$ cat src/rtl/matrix_dma.sv
// Wishbone-fed loader/drainer for the Matrix_TOP accelerator: fetches A and B,
// kicks the multiply, polls status and writes C back to system memory.
module matrix_dma #(
   parameter int F_MATRIX_ROW_SIZE_MAX    = 3,
   parameter int F_MATRIX_COLUMN_SIZE_MAX = 3,
   parameter int S_MATRIX_COLUMN_SIZE_MAX = 3,
   parameter int POLL_TIMEOUT             = 4096
) (
   input  logic        i_clk,
   input  logic        i_rst_n,
   input  logic        i_start,
   input  logic [7:0]  i_rows,
   input  logic [7:0]  i_inner,
   input  logic [7:0]  i_cols,
   input  logic [31:0] i_a_base,
   input  logic [31:0] i_b_base,
   input  logic [31:0] i_c_base,
   output logic        o_busy,
   output logic        o_done,
   output logic        o_err,
   output logic [31:0] o_wb_adr,
   output logic [31:0] o_wb_dat,
   output logic        o_wb_we,
   output logic        o_wb_cyc,
   input  logic [31:0] i_wb_rdt,
   input  logic        i_wb_ack,
   output logic [31:0] o_acc_data,
   output logic [10:0] o_acc_address,
   output logic        o_acc_we,
   input  logic [31:0] i_acc_rdt
);

   typedef enum logic [3:0] {
      IDLE, RD_A, WR_A, RD_B, WR_B, CTL_HI, CTL_LO,
      POLL_ADR, POLL_CHK, C_ADR, C_CAP, WR_C, FIN
   } state_t;

   localparam logic [7:0]  M_MAX      = F_MATRIX_ROW_SIZE_MAX[7:0];
   localparam logic [7:0]  K_MAX      = F_MATRIX_COLUMN_SIZE_MAX[7:0];
   localparam logic [7:0]  N_MAX      = S_MATRIX_COLUMN_SIZE_MAX[7:0];
   localparam logic [31:0] POLL_LIMIT = POLL_TIMEOUT[31:0];

   state_t      state;
   logic [7:0]  rows_q, inner_q, cols_q, idx;
   logic [31:0] a_base_q, b_base_q, c_base_q, poll_cnt;

   logic [15:0] cnt_a, cnt_b, cnt_c, idx_plus1;
   logic [7:0]  next_idx;
   logic [31:0] ctl_word;
   logic        size_bad, last_a, last_b, last_c;

   assign cnt_a     = {8'd0, rows_q}  * {8'd0, inner_q};
   assign cnt_b     = {8'd0, inner_q} * {8'd0, cols_q};
   assign cnt_c     = {8'd0, rows_q}  * {8'd0, cols_q};
   assign idx_plus1 = {8'd0, idx} + 16'd1;
   assign next_idx  = idx + 8'd1;
   assign last_a    = (idx_plus1 == cnt_a);
   assign last_b    = (idx_plus1 == cnt_b);
   assign last_c    = (idx_plus1 == cnt_c);
   assign ctl_word  = {8'd0, cols_q, inner_q, rows_q};
   assign size_bad  = (i_rows == 8'd0) || (i_inner == 8'd0) || (i_cols == 8'd0) ||
                      (i_rows > M_MAX) || (i_inner > K_MAX) || (i_cols > N_MAX);

   function automatic logic [31:0] elem_adr(input logic [31:0] base, input logic [7:0] i);
      return base + {22'd0, i, 2'b00};
   endfunction

   // All outputs are registered; each state sets up the outputs of the state it enters.
   always_ff @(posedge i_clk or negedge i_rst_n) begin
      if (!i_rst_n) begin
         state         <= IDLE;
         rows_q        <= '0;
         inner_q       <= '0;
         cols_q        <= '0;
         a_base_q      <= '0;
         b_base_q      <= '0;
         c_base_q      <= '0;
         idx           <= '0;
         poll_cnt      <= '0;
         o_busy        <= 1'b0;
         o_done        <= 1'b0;
         o_err         <= 1'b0;
         o_wb_adr      <= '0;
         o_wb_dat      <= '0;
         o_wb_we       <= 1'b0;
         o_wb_cyc      <= 1'b0;
         o_acc_data    <= '0;
         o_acc_address <= '0;
         o_acc_we      <= 1'b0;
      end else begin
         o_done   <= 1'b0;
         o_err    <= 1'b0;
         o_acc_we <= 1'b0;
         case (state)
            IDLE: begin
               if (i_start) begin
                  rows_q   <= i_rows;
                  inner_q  <= i_inner;
                  cols_q   <= i_cols;
                  a_base_q <= i_a_base;
                  b_base_q <= i_b_base;
                  c_base_q <= i_c_base;
                  idx      <= '0;
                  poll_cnt <= '0;
                  if (size_bad) begin
                     o_err <= 1'b1;
                  end else begin
                     o_busy   <= 1'b1;
                     o_wb_cyc <= 1'b1;
                     o_wb_we  <= 1'b0;
                     o_wb_adr <= i_a_base;
                     state    <= RD_A;
                  end
               end
            end
            RD_A, RD_B: begin
               if (i_wb_ack) begin
                  o_wb_cyc      <= 1'b0;
                  o_acc_we      <= 1'b1;
                  o_acc_address <= {(state == RD_A) ? 3'd1 : 3'd2, idx};
                  o_acc_data    <= i_wb_rdt;
                  state         <= (state == RD_A) ? WR_A : WR_B;
               end
            end
            WR_A: begin
               o_wb_cyc <= 1'b1;
               if (last_a) begin
                  idx      <= '0;
                  o_wb_adr <= b_base_q;
                  state    <= RD_B;
               end else begin
                  idx      <= next_idx;
                  o_wb_adr <= elem_adr(a_base_q, next_idx);
                  state    <= RD_A;
               end
            end
            WR_B: begin
               if (last_b) begin
                  idx           <= '0;
                  o_acc_we      <= 1'b1;
                  o_acc_address <= '0;
                  o_acc_data    <= ctl_word | 32'h0100_0000;
                  state         <= CTL_HI;
               end else begin
                  idx      <= next_idx;
                  o_wb_cyc <= 1'b1;
                  o_wb_adr <= elem_adr(b_base_q, next_idx);
                  state    <= RD_B;
               end
            end
            CTL_HI: begin
               o_acc_we   <= 1'b1;
               o_acc_data <= ctl_word;
               state      <= CTL_LO;
            end
            CTL_LO: begin
               o_acc_address <= {3'd4, 8'd0};
               state         <= POLL_ADR;
            end
            POLL_ADR: state <= POLL_CHK;
            // Status data arrives one cycle after the bank-4 address went out.
            POLL_CHK: begin
               if (i_acc_rdt == 32'd1) begin
                  o_acc_address <= {3'd3, idx};
                  state         <= C_ADR;
               end else if (poll_cnt + 32'd1 == POLL_LIMIT) begin
                  o_err  <= 1'b1;
                  o_busy <= 1'b0;
                  state  <= IDLE;
               end else begin
                  poll_cnt <= poll_cnt + 32'd1;
                  state    <= POLL_ADR;
               end
            end
            C_ADR: state <= C_CAP;
            C_CAP: begin
               o_wb_cyc <= 1'b1;
               o_wb_we  <= 1'b1;
               o_wb_adr <= elem_adr(c_base_q, idx);
               o_wb_dat <= i_acc_rdt;
               state    <= WR_C;
            end
            WR_C: begin
               if (i_wb_ack) begin
                  o_wb_cyc <= 1'b0;
                  o_wb_we  <= 1'b0;
                  if (last_c) begin
                     state <= FIN;
                  end else begin
                     idx           <= next_idx;
                     o_acc_address <= {3'd3, next_idx};
                     state         <= C_ADR;
                  end
               end
            end
            FIN: begin
               o_done <= 1'b1;
               o_busy <= 1'b0;
               state  <= IDLE;
            end
            default: state <= IDLE;
         endcase
      end
   end

endmodule

$ cat config.mk
export PLATFORM = sky130hd
export DESIGN_NAME = matrix_dma
export DESIGN_NICKNAME = d
export VERILOG_FILES = /design/src/rtl/matrix_dma.sv
export SDC_FILE = /design/constraint.sdc
export NUM_CORES = 1
export LEC_CHECK = 0
export ABC_AREA = 1
export CORE_ASPECT_RATIO = 1.25
export CORE_MARGIN = 2
export CORE_UTILIZATION = 55
export CTS_BUF_LIST = sky130_fd_sc_hd__clkbuf_4 sky130_fd_sc_hd__clkbuf_8
export DETAILED_ROUTE_END_ITERATION = 10
export PLACE_DENSITY = 0.79
export REMOVE_ABC_BUFFERS = 1
export SLEW_MARGIN = 30
export SYNTH_ARGS = -nofsm -noshare
export SYNTH_HDL_FRONTEND = slang
export SYNTH_SLANG_ARGS = --single-unit
$ cat constraint.sdc
create_clock -name i_clk -period 13.22 [get_ports i_clk]
set_clock_uncertainty 0.05 [all_clocks]
set_input_delay 1.983 -clock i_clk [delete_from_list [all_inputs] [get_ports i_clk]]
set_output_delay 1.983 -clock i_clk [all_outputs]
set_load 0.1 [all_outputs]
==> results.cfg <==
[outcome]
status = finished, final reports clean

[clocking]
path_clk_slew_ps = 60
postCtsResizedCells = 0
cts_setup_buffers = 0
root_buffer = clkbuf_8
clock_path_buffers = 3
cts_tree = done
holdBufCountCts = 0
numCtsBuffers = 46
cts_max_level = 2
clock_latency_ps = 650
clock-sinks = 277

[timing]
fin_crit_ps = 6390
timing.final.hold_violations = 0
max_freq_mhz = 156
tightest_slew_ps = 1020
setup_viol = 0
finalCritPeriodShare_pct = 48.3
rsz0062_at_grt = false
slew_viol_final = 0
relSlewSlack_pct = 31.8
tns_ps = 0

[cells_and_area]
drive_gt1_share_pct = 4.19
nets = 4336
fillerInstances = 4016
syn_to_final_growth_pct = 18.2

[min_path]
hp-class = flip-flop to flip-flop

[route]
wl_um = 75100
antenna_left = 0
first_pass_iters = 6
routedWlPerCell_um = 16.7
drt_iter0_drc = 1779
drc = 0
vias = 24100
vias_per_cell = 5.33

[logic_synthesis]
netlist_instances = 3676
synth_edf_count = 0
ys_seq_area_share_pct = 28.5
synth.area.top_cells = dfrtp_1 28%, nand2_1 22%, fa_1 9.1%
synthFlopType = dfrtp_1
yosysTopAreaCellShare_pct = 28.5
netlist_area_um2 = 24300
syn_avg_cell_area_um2 = 6.62
synth_cell_type_count = 46
synth_seq_cells = 277
yosys.area.top_type = dfrtp_1
yosys_warnings = 0
async_flop_share_pct = 100

[place]
place_congestion = 0.989
hpwlAfterDp_um = 57200
portBuffers = 300

[run]
cap_violations = 0

[floorplanning]
io_pins = 301
start_util_pct = 55.5
coreArea_um2 = 43900
chipHeight_um = 239
fp.dieArea_um2 = 46000
die_w_um = 192
rows = 86

[global_route]
gr-usage-all-layers_pct = 33.1
grt_antenna_before_repair = 1
met3_usage_pct = 4.47
top_usage_layer = met2
grt_max_degree = 139
grt_pass1_wl_um = 120000
use_met1_pct = 40.7
first_global_vias = 23200
gr-total-overflow = 0
use_met2_pct = 55.9

[worst_setup_path]
required_ps = 13670
cp.arrival_ps = 6840
crit_type = flip-flop to flip-flop
setup.worst_path.end_class = flip-flop
critPathMaxFanout = 26
critPathLaunchType = flip-flop
[Yosys cell counts, drive strengths merged, types with 13 or more instances]
| cell | count |
|---|---|
| a21oi | 74 |
| buf | 41 |
| clkbuf | 97 |
| dfrtp | 277 |
| fa | 111 |
| ha | 134 |
| inv | 568 |
| nand2 | 1416 |
| nand3 | 231 |
| nand3b | 25 |
| nand4 | 90 |
| nor2 | 277 |
| nor3 | 32 |
| o21ai | 179 |
| o21bai | 13 |
| xnor2 | 20 |
| xor2 | 44 |
[final timing paths]
check | from | end | slack, ps | cells past startpoint
worst max-delay path | rows_q[0] | idx[2] | 6830 | 23
min in group asynchronous | i_rst_n | o_wb_dat[5] | 1330 | 1
worst min-delay path | o_wb_dat[27] | o_wb_dat[27] | 420 | 2
worst max register to register | rows_q[0] | idx[2] | 6830 | 23
worst min register to register | o_wb_dat[27] | o_wb_dat[27] | 420 | 2
max in group asynchronous | i_rst_n | b_base_q[0] | 9720 | 3
[placed cells by master (no fill, tap or decap), types with 74 or more instances in the layout]
cell,synthesis,routed
nand4_1,89,89
a21oi_1,74,74
fa_1,111,111
clkdlybuf4s50_1,0,298
nor2_1,266,258
o21ai_0,153,153
dfrtp_1,277,277
nand2_1,1407,1407
nand3_1,228,228
inv_1,563,558
ha_1,134,134
[sequential cells by signal, summed over array words and instances, names as in the netlist, 11 cells and up]
name and cells:
poll_cnt 32, o_wb_dat 32, c_base_q 32, o_acc_address 11
o_acc_data 32, a_base_q 32, b_base_q 32, o_wb_adr 32
[routing by layer]
layer | up-vias | share of wire, %
met5 | - | 0
met4 | 0 | 6.4
met3 | 242 | 6.7
met2 | 971 | 48
met1 | 11000 | 39
li1 | 11800 | -
[final cells by class]
cell class              instances  area [µm²]  share of cell area (%)
well taps                     572         716                    2.49
diodes                          1        2.50                 0.00869
clock inverters                21         305                    1.06
flip-flops and latches        277        6930                    24.1
multi-input cells            2690       14700                    51.1
repair buffers                317        3150                    10.9
inverters                     571        2150                    7.45
clock buffers                  62         816                    2.83
[logic make-up after synthesis]
logic type	count (synthesis)	share of synthesized area [%]
buf+inv	709	11.2
fa+ha+maj	245	16.0
simple gates	2093	35.5
flops	277	28.5
xor+xnor	64	2.30
compound gates	288	6.46
[critical path, cell delays in order, from the launching register on]
cell and delay [ps]:
dfrtp_1 780, nand2_1 190, fa_1 540, fa_1 560
inv_1 60, fa_1 530, inv_1 50, fa_1 530
inv_1 40, ha_1 370, nand2_1 120, nor2_1 170
nand3_1 120, nand3_1 100, nand2_1 60, nand2_1 90
nand2_1 80, nor2_2 100, buf_4 330, nand2_2 470
a21oi_1 350, nand2_1 310, nand2_1 130, o21ai_0 90
[metrics by stage]
stage	util [%]	instance area (µm²)	hold WS, ps	instances	setup WS [ps]
floorplan	-	23800	392	3538	3810
global placement	63.0	27700	404	4427	6750
detailed placement	63.0	27600	408	4427	6590
CTS	65.5	28800	423	4510	6550
global route	65.6	28800	436	4511	6460
finish	65.6	28800	423	4511	6830
Power is left out: the tool's default activity adds up to more than one toggle a clock period on the data nets, which glitch-free logic cannot reach.
